--- config.mk ---
export PLATFORM = sky130hd
export DESIGN_NAME = dl_region_router_flat
export DESIGN_NICKNAME = d
export VERILOG_FILES = /design/src/rtl/dl_region_router_pkg.sv /design/src/rtl/dl_region_router_if.sv /design/src/rtl/dl_fifo2.sv /design/src/rtl/dl_region_router.sv /design/src/flat_wrapper.sv
export SDC_FILE = /design/constraint.sdc
export NUM_CORES = 1
export LEC_CHECK = 0
export ABC_AREA = 1
export BUFFER_PORTS_ARGS = -buffer_cell sky130_fd_sc_hd__buf_2
export CORE_ASPECT_RATIO = 1.75
export CORE_MARGIN = 4
export CORE_UTILIZATION = 44
export CTS_CLUSTER_SIZE = 25
export DETAILED_ROUTE_END_ITERATION = 10
export HOLD_SLACK_MARGIN = 0.1
export PLACE_DENSITY = 0.64
export SYNTH_ARGS = -nofsm -noshare
export SYNTH_HDL_FRONTEND = slang
export SYNTH_SLANG_ARGS = --single-unit
--- constraint.sdc ---
create_clock -name clk_sys -period 5.6 [get_ports clk_sys]
set_clock_uncertainty 0.1 [all_clocks]
set_input_delay 0.84 -clock clk_sys [delete_from_list [all_inputs] [get_ports clk_sys]]
set_output_delay 0.84 -clock clk_sys [all_outputs]
set_load 0.03 [all_outputs]
--- src/rtl/dl_region_router_pkg.sv ---
// Shared types for the ROM download router.
//   dl_entry_t  : one captured ioctl write (byte address + data byte)
//   dl_state_e  : issue FSM states
//   region_hit  : unsigned window test used by the per-port hit decode
package dl_router_pkg;

  // Entry address is stored at a fixed width; the router zero-extends ioctl_addr into it.
  localparam int unsigned DL_AW_MAX = 32;

  typedef struct packed {
    logic [DL_AW_MAX-1:0] addr;
    logic [7:0]           data;
  } dl_entry_t;

  typedef enum logic [1:0] {
    IDLE,
    ISSUE,
    WAIT
  } dl_state_e;

  // A zero size disables the region. The subtraction cannot wrap once addr >= base.
  function automatic logic region_hit(input logic [DL_AW_MAX-1:0] addr,
                                      input logic [DL_AW_MAX-1:0] base,
                                      input logic [DL_AW_MAX-1:0] size);
    return (size != '0) && (addr >= base) && ((addr - base) < size);
  endfunction

endpackage

--- src/rtl/dl_region_router_if.sv ---
// SDRAM write-port bundle between the download router and the memory controller.
//   port_req  : toggle request, one bit per port (router -> sdram)
//   port_ack  : toggle acknowledge, one bit per port (sdram -> router)
//   port_addr : rebased byte address, port i at [i*AW +: AW] (router -> sdram)
//   port_d    : data byte duplicated on both lanes (router -> sdram)
interface dl_region_router_if #(
  parameter int unsigned NPORTS = 2,
  parameter int unsigned AW     = 25
);
  logic [NPORTS-1:0]    port_req;
  logic [NPORTS-1:0]    port_ack;
  logic [NPORTS*AW-1:0] port_addr;
  logic [15:0]          port_d;

  modport master (output port_req, output port_addr, output port_d, input port_ack);
  modport slave  (input port_req, input port_addr, input port_d, output port_ack);
endinterface

--- src/rtl/dl_fifo2.sv ---
// Two-entry FIFO of captured download writes.
//   clk_i/rst_i : clock, synchronous active-high reset (flushes the FIFO)
//   push_i/din_i: write an entry; accepted when not full, or when full and popping
//   pop_i       : remove the head entry (ignored when empty)
//   dout_o      : head entry
//   full_o/empty_o : occupancy flags
module dl_fifo2
  import dl_router_pkg::*;
(
  input  logic      clk_i,
  input  logic      rst_i,
  input  logic      push_i,
  input  dl_entry_t din_i,
  input  logic      pop_i,
  output dl_entry_t dout_o,
  output logic      full_o,
  output logic      empty_o
);

  dl_entry_t  mem_q [2];
  logic       wptr_q;
  logic       rptr_q;
  logic [1:0] cnt_q;
  logic       do_push;
  logic       do_pop;

  assign full_o  = (cnt_q == 2'd2);
  assign empty_o = (cnt_q == 2'd0);
  assign do_pop  = pop_i && !empty_o;
  // When full, the write slot is the one being read out this cycle, so it is free.
  assign do_push = push_i && (!full_o || do_pop);
  assign dout_o  = mem_q[rptr_q];

  always_ff @(posedge clk_i) begin
    if (rst_i) begin
      wptr_q <= 1'b0;
      rptr_q <= 1'b0;
      cnt_q  <= '0;
    end else begin
      if (do_push) begin
        mem_q[wptr_q] <= din_i;
        wptr_q        <= ~wptr_q;
      end
      if (do_pop) begin
        rptr_q <= ~rptr_q;
      end
      case ({do_push, do_pop})
        2'b10:   cnt_q <= cnt_q + 2'd1;
        2'b01:   cnt_q <= cnt_q - 2'd1;
        default: cnt_q <= cnt_q;
      endcase
    end
  end

endmodule

--- src/rtl/dl_region_router.sv ---
// ROM download router and core reset controller.
// Captures ioctl ROM writes into a 2-entry FIFO, decodes each into the address
// regions it hits, rebases the address per region and issues toggle req/ack
// handshakes on every hit SDRAM port, waiting for all acks before the next entry.
// Ports:
//   clk_sys, reset      : clock, synchronous active-high reset
//   user_reset          : user reset request into the core reset generator
//   ioctl_downl/index/wr/addr/dout : data_io download bus (wr is a level, edge-detected here)
//   sdram               : SDRAM write-port bundle (req/ack/addr/data)
//   rom_loaded          : sticky, set when a ROM-index download ends
//   core_reset          : core reset with a delayed 1-cycle second pulse
//   cmos_wr             : NVRAM byte write strobe
//   overrun             : sticky, a ROM write arrived while the FIFO was full
module dl_region_router
  import dl_router_pkg::*;
#(
  parameter int unsigned          NPORTS    = 2,
  parameter int unsigned          AW        = 25,
  parameter logic [NPORTS*AW-1:0] PORT_BASE = {25'h000e000, 25'h0000000},
  parameter logic [NPORTS*AW-1:0] PORT_SIZE = {25'h0020000, 25'h002e000},
  parameter logic [7:0]           ROM_INDEX = 8'h00,
  parameter logic [7:0]           NV_INDEX  = 8'hff,
  parameter int unsigned          RST2_W    = 16
) (
  input  logic                     clk_sys,
  input  logic                     reset,
  input  logic                     user_reset,
  input  logic                     ioctl_downl,
  input  logic [7:0]               ioctl_index,
  input  logic                     ioctl_wr,
  input  logic [AW-1:0]            ioctl_addr,
  input  logic [7:0]               ioctl_dout,
  dl_region_router_if.master       sdram,
  output logic                     rom_loaded,
  output logic                     core_reset,
  output logic                     cmos_wr,
  output logic                     overrun
);

  logic                 wr_q;
  logic                 downl_q;
  logic [7:0]           idx_q;
  logic                 rom_loaded_q;
  logic                 overrun_q;
  logic                 core_reset_q;
  logic [RST2_W-1:0]    rst2_cnt_q;

  logic                 push;
  logic                 pop;
  logic                 fifo_full;
  logic                 fifo_empty;
  dl_entry_t            fifo_din;
  dl_entry_t            head;

  logic [NPORTS-1:0]    hit;
  logic [NPORTS*AW-1:0] rebased;
  dl_state_e            state_q;
  logic [NPORTS-1:0]    req_q;
  logic [NPORTS-1:0]    mask_q;
  logic [NPORTS*AW-1:0] addr_q;
  logic [15:0]          d_q;

  assign push     = ioctl_wr && !wr_q && ioctl_downl && (ioctl_index == ROM_INDEX);
  assign pop      = (state_q == ISSUE);
  assign fifo_din = '{addr: DL_AW_MAX'(ioctl_addr), data: ioctl_dout};

  dl_fifo2 u_fifo (
    .clk_i   (clk_sys),
    .rst_i   (reset),
    .push_i  (push),
    .din_i   (fifo_din),
    .pop_i   (pop),
    .dout_o  (head),
    .full_o  (fifo_full),
    .empty_o (fifo_empty)
  );

  for (genvar g = 0; g < NPORTS; g++) begin : g_port
    localparam logic [AW-1:0] BASE = PORT_BASE[g*AW +: AW];
    localparam logic [AW-1:0] SIZE = PORT_SIZE[g*AW +: AW];
    assign hit[g]               = region_hit(head.addr, DL_AW_MAX'(BASE), DL_AW_MAX'(SIZE));
    assign rebased[g*AW +: AW]  = head.addr[AW-1:0] - BASE;
  end

  // Issue FSM. On reset the request bits are resynced to the acks so no port
  // sees a pending (or spurious) request afterwards.
  always_ff @(posedge clk_sys) begin
    if (reset) begin
      state_q <= IDLE;
      req_q   <= sdram.port_ack;
      mask_q  <= '0;
      addr_q  <= '0;
      d_q     <= '0;
    end else begin
      case (state_q)
        IDLE: begin
          if (!fifo_empty) state_q <= ISSUE;
        end
        ISSUE: begin
          addr_q <= rebased;
          d_q    <= {head.data, head.data};
          mask_q <= hit;
          if (hit == '0) begin
            state_q <= IDLE;
          end else begin
            req_q   <= req_q ^ hit;
            state_q <= WAIT;
          end
        end
        WAIT: begin
          if (((req_q ^ sdram.port_ack) & mask_q) == '0) state_q <= IDLE;
        end
        default: state_q <= IDLE;
      endcase
    end
  end

  // Download status and core reset generation.
  always_ff @(posedge clk_sys) begin
    if (reset) begin
      wr_q         <= 1'b0;
      downl_q      <= 1'b0;
      idx_q        <= '0;
      rom_loaded_q <= 1'b0;
      overrun_q    <= 1'b0;
      rst2_cnt_q   <= '1;
      core_reset_q <= 1'b1;
    end else begin
      wr_q    <= ioctl_wr;
      downl_q <= ioctl_downl;
      if (ioctl_downl) idx_q <= ioctl_index;
      if (downl_q && !ioctl_downl && (idx_q == ROM_INDEX)) rom_loaded_q <= 1'b1;
      if (push && fifo_full && !pop) overrun_q <= 1'b1;
      if (user_reset || !rom_loaded_q) begin
        rst2_cnt_q <= '1;
      end else if (rst2_cnt_q != '0) begin
        rst2_cnt_q <= rst2_cnt_q - 1'b1;
      end
      core_reset_q <= user_reset || !rom_loaded_q || (rst2_cnt_q == RST2_W'(1));
    end
  end

  assign sdram.port_req  = req_q;
  assign sdram.port_addr = addr_q;
  assign sdram.port_d    = d_q;
  assign rom_loaded      = rom_loaded_q;
  assign core_reset      = core_reset_q;
  assign overrun         = overrun_q;
  assign cmos_wr         = ioctl_wr && (ioctl_index == NV_INDEX);

endmodule
--- src/flat_wrapper.sv ---
// flat-port wrapper written by rule: the top's interface ports become plain ports
module dl_region_router_flat import dl_router_pkg::*;
#(
  parameter int unsigned          NPORTS    = 2,
  parameter int unsigned          AW        = 25,
  parameter logic [NPORTS*AW-1:0] PORT_BASE = {25'h000e000, 25'h0000000},
  parameter logic [NPORTS*AW-1:0] PORT_SIZE = {25'h0020000, 25'h002e000},
  parameter logic [7:0]           ROM_INDEX = 8'h00,
  parameter logic [7:0]           NV_INDEX  = 8'hff,
  parameter int unsigned          RST2_W    = 16
)
  (clk_sys, reset, user_reset, ioctl_downl, ioctl_index, ioctl_wr, ioctl_addr, ioctl_dout, rom_loaded, core_reset, cmos_wr, overrun, sdram_port_req, sdram_port_addr, sdram_port_d, sdram_port_ack);
  dl_region_router_if #(.NPORTS(NPORTS), .AW(AW)) sdram_i ();
  input  logic clk_sys;
  input  logic reset;
  input  logic user_reset;
  input  logic ioctl_downl;
  input  logic [7:0] ioctl_index;
  input  logic ioctl_wr;
  input  logic [AW-1:0] ioctl_addr;
  input  logic [7:0] ioctl_dout;
  output logic rom_loaded;
  output logic core_reset;
  output logic cmos_wr;
  output logic overrun;
  output wire logic [$bits(sdram_i.port_req)-1:0] sdram_port_req;
  output wire logic [$bits(sdram_i.port_addr)-1:0] sdram_port_addr;
  output wire logic [$bits(sdram_i.port_d)-1:0] sdram_port_d;
  input wire logic [$bits(sdram_i.port_ack)-1:0] sdram_port_ack;
  assign sdram_port_req = sdram_i.port_req;
  assign sdram_port_addr = sdram_i.port_addr;
  assign sdram_port_d = sdram_i.port_d;
  assign sdram_i.port_ack = sdram_port_ack;
  dl_region_router #(.NPORTS(NPORTS), .AW(AW), .PORT_BASE(PORT_BASE), .PORT_SIZE(PORT_SIZE), .ROM_INDEX(ROM_INDEX), .NV_INDEX(NV_INDEX), .RST2_W(RST2_W)) u_core (.clk_sys(clk_sys), .reset(reset), .user_reset(user_reset), .ioctl_downl(ioctl_downl), .ioctl_index(ioctl_index), .ioctl_wr(ioctl_wr), .ioctl_addr(ioctl_addr), .ioctl_dout(ioctl_dout), .sdram(sdram_i), .rom_loaded(rom_loaded), .core_reset(core_reset), .cmos_wr(cmos_wr), .overrun(overrun));
endmodule
==> impl_results.md, run 1 <==
* IO Port Bufs at 119
* CTS root buffer: clkbuf_16
* DP Cell Count at 913
* Endpoint type of the worst setup path: register
* Worst vdd ir at 195 µV
* Area Overhead vs Synth at 19.3%
* Met2 Use GR at 32.2%
* Post-synthesis compound-gate area fraction at between 10% and 20%
* Seq/Total Area, Yosys at 60.0%
* Die Ht at 165 µm
* I/O pin total at 120
* Syn_area_per_cell at ~9.4 µm²
* # hold bufs at CTS at 0
* Die Area at 0.0161 mm²
* TNS Setup at 0 ns
* GPL Wtd Cong at 0.868
* PnR Total Power at between 0.002 and 0.0025 W
* Final Setup Violations at 0
* Tmin final at 3.78 ns
* Main combinational cell family by area after synthesis: simple AND/OR/NAND/NOR gates
* Post-synthesis simple-gate area fraction at 17.7%
* Max Root-Sink Buffers at 2
* Synth cell types at 35
* Yosys top cell by area: edfxtp_1
* CP Max Fanout at 63
* WL final at 13,900 µm
* Synth area leaders: edfxtp_1 (33%), dfxtp_1 (27%), nand2_1 (7.5%), a21oi_1 (5.5%), o21ai_0 (4.8%)
* # diodes at 0
* Filler cell count at 1,307
* Die W at 97.6 µm
* DP Wirelength at 9600 µm
* Vias at 4,800
* Worst setup SP type: register
* P_leak at 3.17 nW
* Largest net degree at the start of global routing at 64
* Synthesized instance count at 660
* Outcome: finished clean
* Req. time, crit path at 5.79 ns
* Vias in the first global route at 4,686
* First-pass GRT wire length at 22,000 µm
* Initial antenna violation count at 0
* Mapped cell area at 0.00618 mm²
* DR iter-0 viols at 261
* WS Path Type: register to register
* Drc violations at 0
* Met3 Use GR at 3.89%
* WL/cell at 14.7 µm
* Ys async rst share at 0%
* Worst Path Arrival at 3.97 ns
* Starting Density at 44.6%
* Number of synthesized register bits at 151
* Nets@finish at between 800 and 900
* Final Max Slew Viols at 0
* Remaining global-route overflow at 0
* XOR/XNOR Fraction of Synth Area at less than 1%
* Clock Pin Slew Worst Setup and Hold Paths at about 0.060 ns
* TritonCTS clock tree: built
* Syn_nets at 712
* Non-Filler Instances at 945
* Max-slew headroom at 26.9%
* R2r setup slk at 1.82 ns
* WHS at 0.320 ns
* PwrDens at roughly 320 mW/mm²
* Row Count at 57
* Adder-cell share of the synthesized area at 0.810%
* Cts repair resizes at 0
* GRT Total Usage at between 10% and 20%
* Worst Tran Pin Value at 1.09 ns
* Mux contribution to synthesized area at 0%
* Post-CTS Setup Bufs at 0
* CTS buffer count at 17
* Number of nets with antenna violations after routing at 0
* Final Hold Viols at 0
* Synth Flop Type: dfxtp_1
* Register area at about 0.0037 mm²
* RSZ-0062 raised after global routing: no
* Clock latency on the worst-skew pair at 0.41 ns
* Clk sink count at 151
* Number of max-cap violations at 0
* Grt met1 use at 18.5%
* H-tree Lvls at 4
* Ys Warns at 0
* Synth top area share at between 30 and 40%
* Area of the multi-input gates at roughly 0.0020 mm²
* Type of the most critical hold path: register to register
* Ratio of cells with drive above 1 in the final layout at 23.4%
* Post-synth EDFFs at 68
* FMAX at between 200 and 300 MHz
* Vias per inst at between 5 and 6
* First drt pass iteration count at 4
* Core area at 0.0138 mm²
* Commonest cells in the netlist: nand2_1 (124), dfxtp_1 (83), a21oi_1 (68), edfxtp_1 (68), inv_1 (60)
* Count leader, synth: nand2_1
* Top Usage Layer GRT: met2
* Final period utilization at 67.5%
-- routing by layer --
layer | up-vias | routed length, µm
li1 | 2406 | -
met1 | 2249 | 5400
met2 | 123 | 7450
met3 | 22 | 625
met4 | 0 | 427
met5 | - | 0
-- sequential cells by signal (all words and copies together) (netlist names), named ones only --
signal	count
u_core.core_reset	1
u_core.downl_q	1
u_core.idx_q	8
u_core.mask_q	2
u_core.overrun	1
u_core.rom_loaded	1
u_core.rst2_cnt_q	16
u_core.sdram.port_addr	37
u_core.sdram.port_d	8
u_core.sdram.port_req	2
u_core.state_q	2
u_core.u_fifo.cnt_q	2
u_core.u_fifo.mem_q	66
u_core.u_fifo.rptr_q	1
u_core.u_fifo.wptr_q	1
u_core.wr_q	1
-- final cells by class --
type                    instances  area share [%]
repair buffers                123            8.49
clock buffers                  20            6.06
multi-input cells             398            26.9
clock inverters                12            2.07
inverters                      64            3.26
well taps                     177            3.00
flip-flops and latches        151            50.2
-- critical path: stages, from the launching register on --
cell and delay, ns:
dfxtp_1 0.31, inv_1 0.10, nor2_4 0.03, buf_4 0.30, inv_1 0.87, nor2_1 0.26
o31ai_1 0.77, ha_1 0.39, a21oi_1 0.12, o21ai_0 0.14, o21ai_0 0.19, a21oi_1 0.06
-- report_power, final --
| group | switching (W) | total, W | internal, W |
|---|---|---|---|
| Sequential | 0.00000378 | 0.00116 | 0.00116 |
| Clock | 0.000430 | 0.00114 | 0.000711 |
| Combinational | 0.0000315 | 0.0000510 | 0.0000196 |
| Total | 0.000466 | 0.00235 | 0.00189 |
-- cells in the final DEF, fill, tap and decap left out, drive strengths merged, types with 8 or more instances in the layout --
cell,count
o21ai,60
nand3,30
buf,123
a21oi,68
clkbuf,20
nand4,10
nor2,50
inv,64
nand2,135
edfxtp,68
nor3,8
dfxtp,83
-- kinds of logic (layout without fill, tap and decap cells) --
kind of cell | after synthesis | count (layout)
AO/OA/AOI/OAI | 146 | 146
adder cells (fa/ha/maj) | 4 | 4
XOR/XNOR | 4 | 4
buffers and inverters | 111 | 219
AND/OR/NAND/NOR | 244 | 244
flip-flops | 151 | 151
-- stage by stage --
stage | area, µm² | utilization, % | setup WS, ns
floorplan | 6180 | - | 1.11
global placement | 6770 | 48.9 | 2.07
detailed placement | 6770 | 48.9 | 1.82
CTS | 7370 | 53.3 | 1.80
global route | 7370 | 53.3 | 1.47
finish | 7370 | 53.3 | 1.82
-- path summary, 6_finish.rpt --
check                                   endpoint                            from  cells past startpoint
max          u_core.u_fifo.cnt_q[1]$_SDFFE_PP0P_  u_core.state_q[0]$_SDFFE_PP0P_                     11
min               u_core.state_q[0]$_SDFFE_PP0P_  u_core.state_q[0]$_SDFFE_PP0P_                      1
max reg2reg  u_core.u_fifo.cnt_q[1]$_SDFFE_PP0P_  u_core.state_q[0]$_SDFFE_PP0P_                     11
min reg2reg       u_core.state_q[0]$_SDFFE_PP0P_  u_core.state_q[0]$_SDFFE_PP0P_                      1
Note: power is estimated with default switching activity, not from simulation.
==> run 2: changes to the inputs <==
--- a/config.mk
+++ b/config.mk
@@ -13,7 +13,7 @@
 export CTS_CLUSTER_SIZE = 25
 export DETAILED_ROUTE_END_ITERATION = 10
 export HOLD_SLACK_MARGIN = 0.1
-export PLACE_DENSITY = 0.64
+export PLACE_DENSITY = 0.66
 export SYNTH_ARGS = -nofsm -noshare
 export SYNTH_HDL_FRONTEND = slang
 export SYNTH_SLANG_ARGS = --single-unit
==> constraint.sdc (replaced) <==
create_clock -name clk_sys -period 3.45 [get_ports clk_sys]
set_clock_uncertainty 0.1 [all_clocks]
set_input_delay 0.5175 -clock clk_sys [delete_from_list [all_inputs] [get_ports clk_sys]]
set_output_delay 0.5175 -clock clk_sys [all_outputs]
set_load 0.03 [all_outputs]
==> run 2 against run 1 <==
Worst hold slack got worse by 0.13 ns. Count of clock-buffer cells in the layout rose by 3. First-iteration DRC count fell by 13%. Largest cell class unchanged. Flip-flop and latch count did not move. Critical endpoint is now u_core.sdram.port_req[1]$_DFFE_PP_. Fmax rose by 46%. Die area did not move. Sequential share of layout area fell by 0.77 points. Routed wire length rose by 2.2%.
==> impl_results.md, run 2 (same netlist as run 1, synthesis figures left out) <==
* First drt pass iteration count at 5
* TNS Setup at 0 ns
* WS Path Type: register to register
* Area Overhead vs Synth at 21.2%
* Hold wc startpoint: ioctl_addr[18]
* Final Setup Violations at 0
* Worst Path Arrival at roughly 2.6 ns
* Final period utilization at 75.0%
* Vias at 4,820
* Ratio of cells with drive above 1 in the final layout at around 24%
* Post-CTS Setup Bufs at 0
* PwrDens at 535 mW/mm²
* # hold bufs at CTS at 0
* Number of max-cap violations at 0
* RSZ-0062 raised after global routing: no
* Hold Path Cell Cnt at 1
* P_leak at roughly 3.3 nW
* FMAX at about 390 MHz
* GPL Wtd Cong at 0.870
* Nets@finish at 811
* Max-slew headroom at 33.7%
* Number of nets with antenna violations after routing at 0
* CP Max Fanout at 18
* Die Area at around 0.016 mm²
* DR iter-0 viols at 228
* Reg2reg path depth at 10
* Clk sink count at 151
* Outcome: finished clean
* Remaining global-route overflow at 0
* # diodes at 0
* Drc violations at 0
* Clock Pin Slew Worst Setup and Hold Paths at about 0.070 ns
* Initial antenna violation count at 0
* Worst Tran Pin Value at 0.987 ns
* TritonCTS clock tree: built
* WL final at 14,200 µm
* Largest net degree at the start of global routing at 63
* Tmin final at 2.59 ns
* WHS at 0.191 ns
* Final Max Slew Viols at 0
* Die Ht at 165 µm
* Starting Density at 44.6%
* H-tree Lvls at 4
* Worst vdd ir at 293 µV
* IO Port Bufs at approximately 120
* GRT Total Usage at 17.7%
* Endpoint type of the worst setup path: register
* Req. time, crit path at 3.47 ns
* WL/cell at 15.0 µm
* DP Wirelength at 9780 µm
* Die W at 97.6 µm
* CTS buffer count at 17
* Type of the most critical hold path: input port to register
* Biggest register: u_core.u_fifo.mem_q
* Commonest non-fill, non-tap cells in the layout: nand2_1 (124), buf_2 (119), dfxtp_1 (83)
* Row Count at 57
* Core area at about 0.014 mm²
* Max reg flops at between 60 and 70
* Final Hold Viols at 0
* Final Cell Area at around 0.0075 mm²
* First-pass GRT wire length at 22,600 µm
* Vias per inst at roughly 5.1
* Vias in the first global route at 4,743
* Clock latency on the worst-skew pair at 0.41 ns
* I/O pin total at 120
* Cts repair resizes at 0
* Commonest non-fill, non-tap cell in the layout: nand2_1
* Worst setup SP type: register
* Max Root-Sink Buffers at 2
* CTS root buffer: clkbuf_16
* Post-DP Area at 0.00680 mm²
-- run 2: power breakdown --
| group | switching (W) | total (W) | internal [W] |
|---|---|---|---|
| sequential | 0.00000597 | 0.00188 | 0.00188 |
| combinational | 0.0000517 | 0.0000835 | 0.0000318 |
| clock | 0.000725 | 0.00204 | 0.00131 |
-- run 2: final cells by class --
class                      instances  area (µm²)
tap                              177         221
sequential                       151        3700
timing repair buffer             127         656
multi-input combinational        398        1980
fill                            1293        6350
inverter                          64         240
clock inverter                     9         119
clock buffer                      23         564
-- run 2: critical path, stage by stage (launching register included) --
cell	delay, ns
dfxtp_1	0.32
inv_2	0.27
buf_4	0.31
nand2_1	0.09
nand2_2	0.15
nand4_1	0.14
nor3_1	0.47
nand2_1	0.13
nor2_1	0.12
inv_1	0.07
nand3_1	0.12
-- run 2: per-stage QoR --
| stage | instances | worst slack, ns | total power, W | utilization (%) |
|---|---|---|---|---|
| after floorplan | 660 | 0.175 | 0.00196 | - |
| after global placement | 917 | 0.615 | 0.00200 | 49.2 |
| after detailed placement | 917 | 0.549 | 0.00201 | 49.2 |
| after CTS | 949 | 0.848 | 0.00404 | 54.1 |
| after global routing | 949 | 0.659 | 0.00414 | 54.1 |
| final | 949 | 0.862 | 0.00401 | 54.1 |
-- run 2: worst paths after layout --
kind / end / slack [ns]
setup reg to reg: u_core.sdram.port_req[1]$_DFFE_PP_ / 0.86
hold reg to reg: u_core.state_q[0]$_SDFFE_PP0P_ / 0.34
setup / recovery: u_core.sdram.port_req[1]$_DFFE_PP_ / 0.86
hold / removal: u_core.u_fifo.mem_q[0][26]$_DFFE_PP_ / 0.19
-- run 2: layer usage --
layer  vias to the layer above  global-route usage [%]  part of all wire [%]  routed length, µm
met1                      2259                    18.5                    39               5530
met4                         0                    7.31                   1.9                273
met5                         -                       0                     0                  0
met3                        18                    4.02                   4.4                619
li1                       2407                       -                     -                  -
met2                       136                    33.7                    55               7790
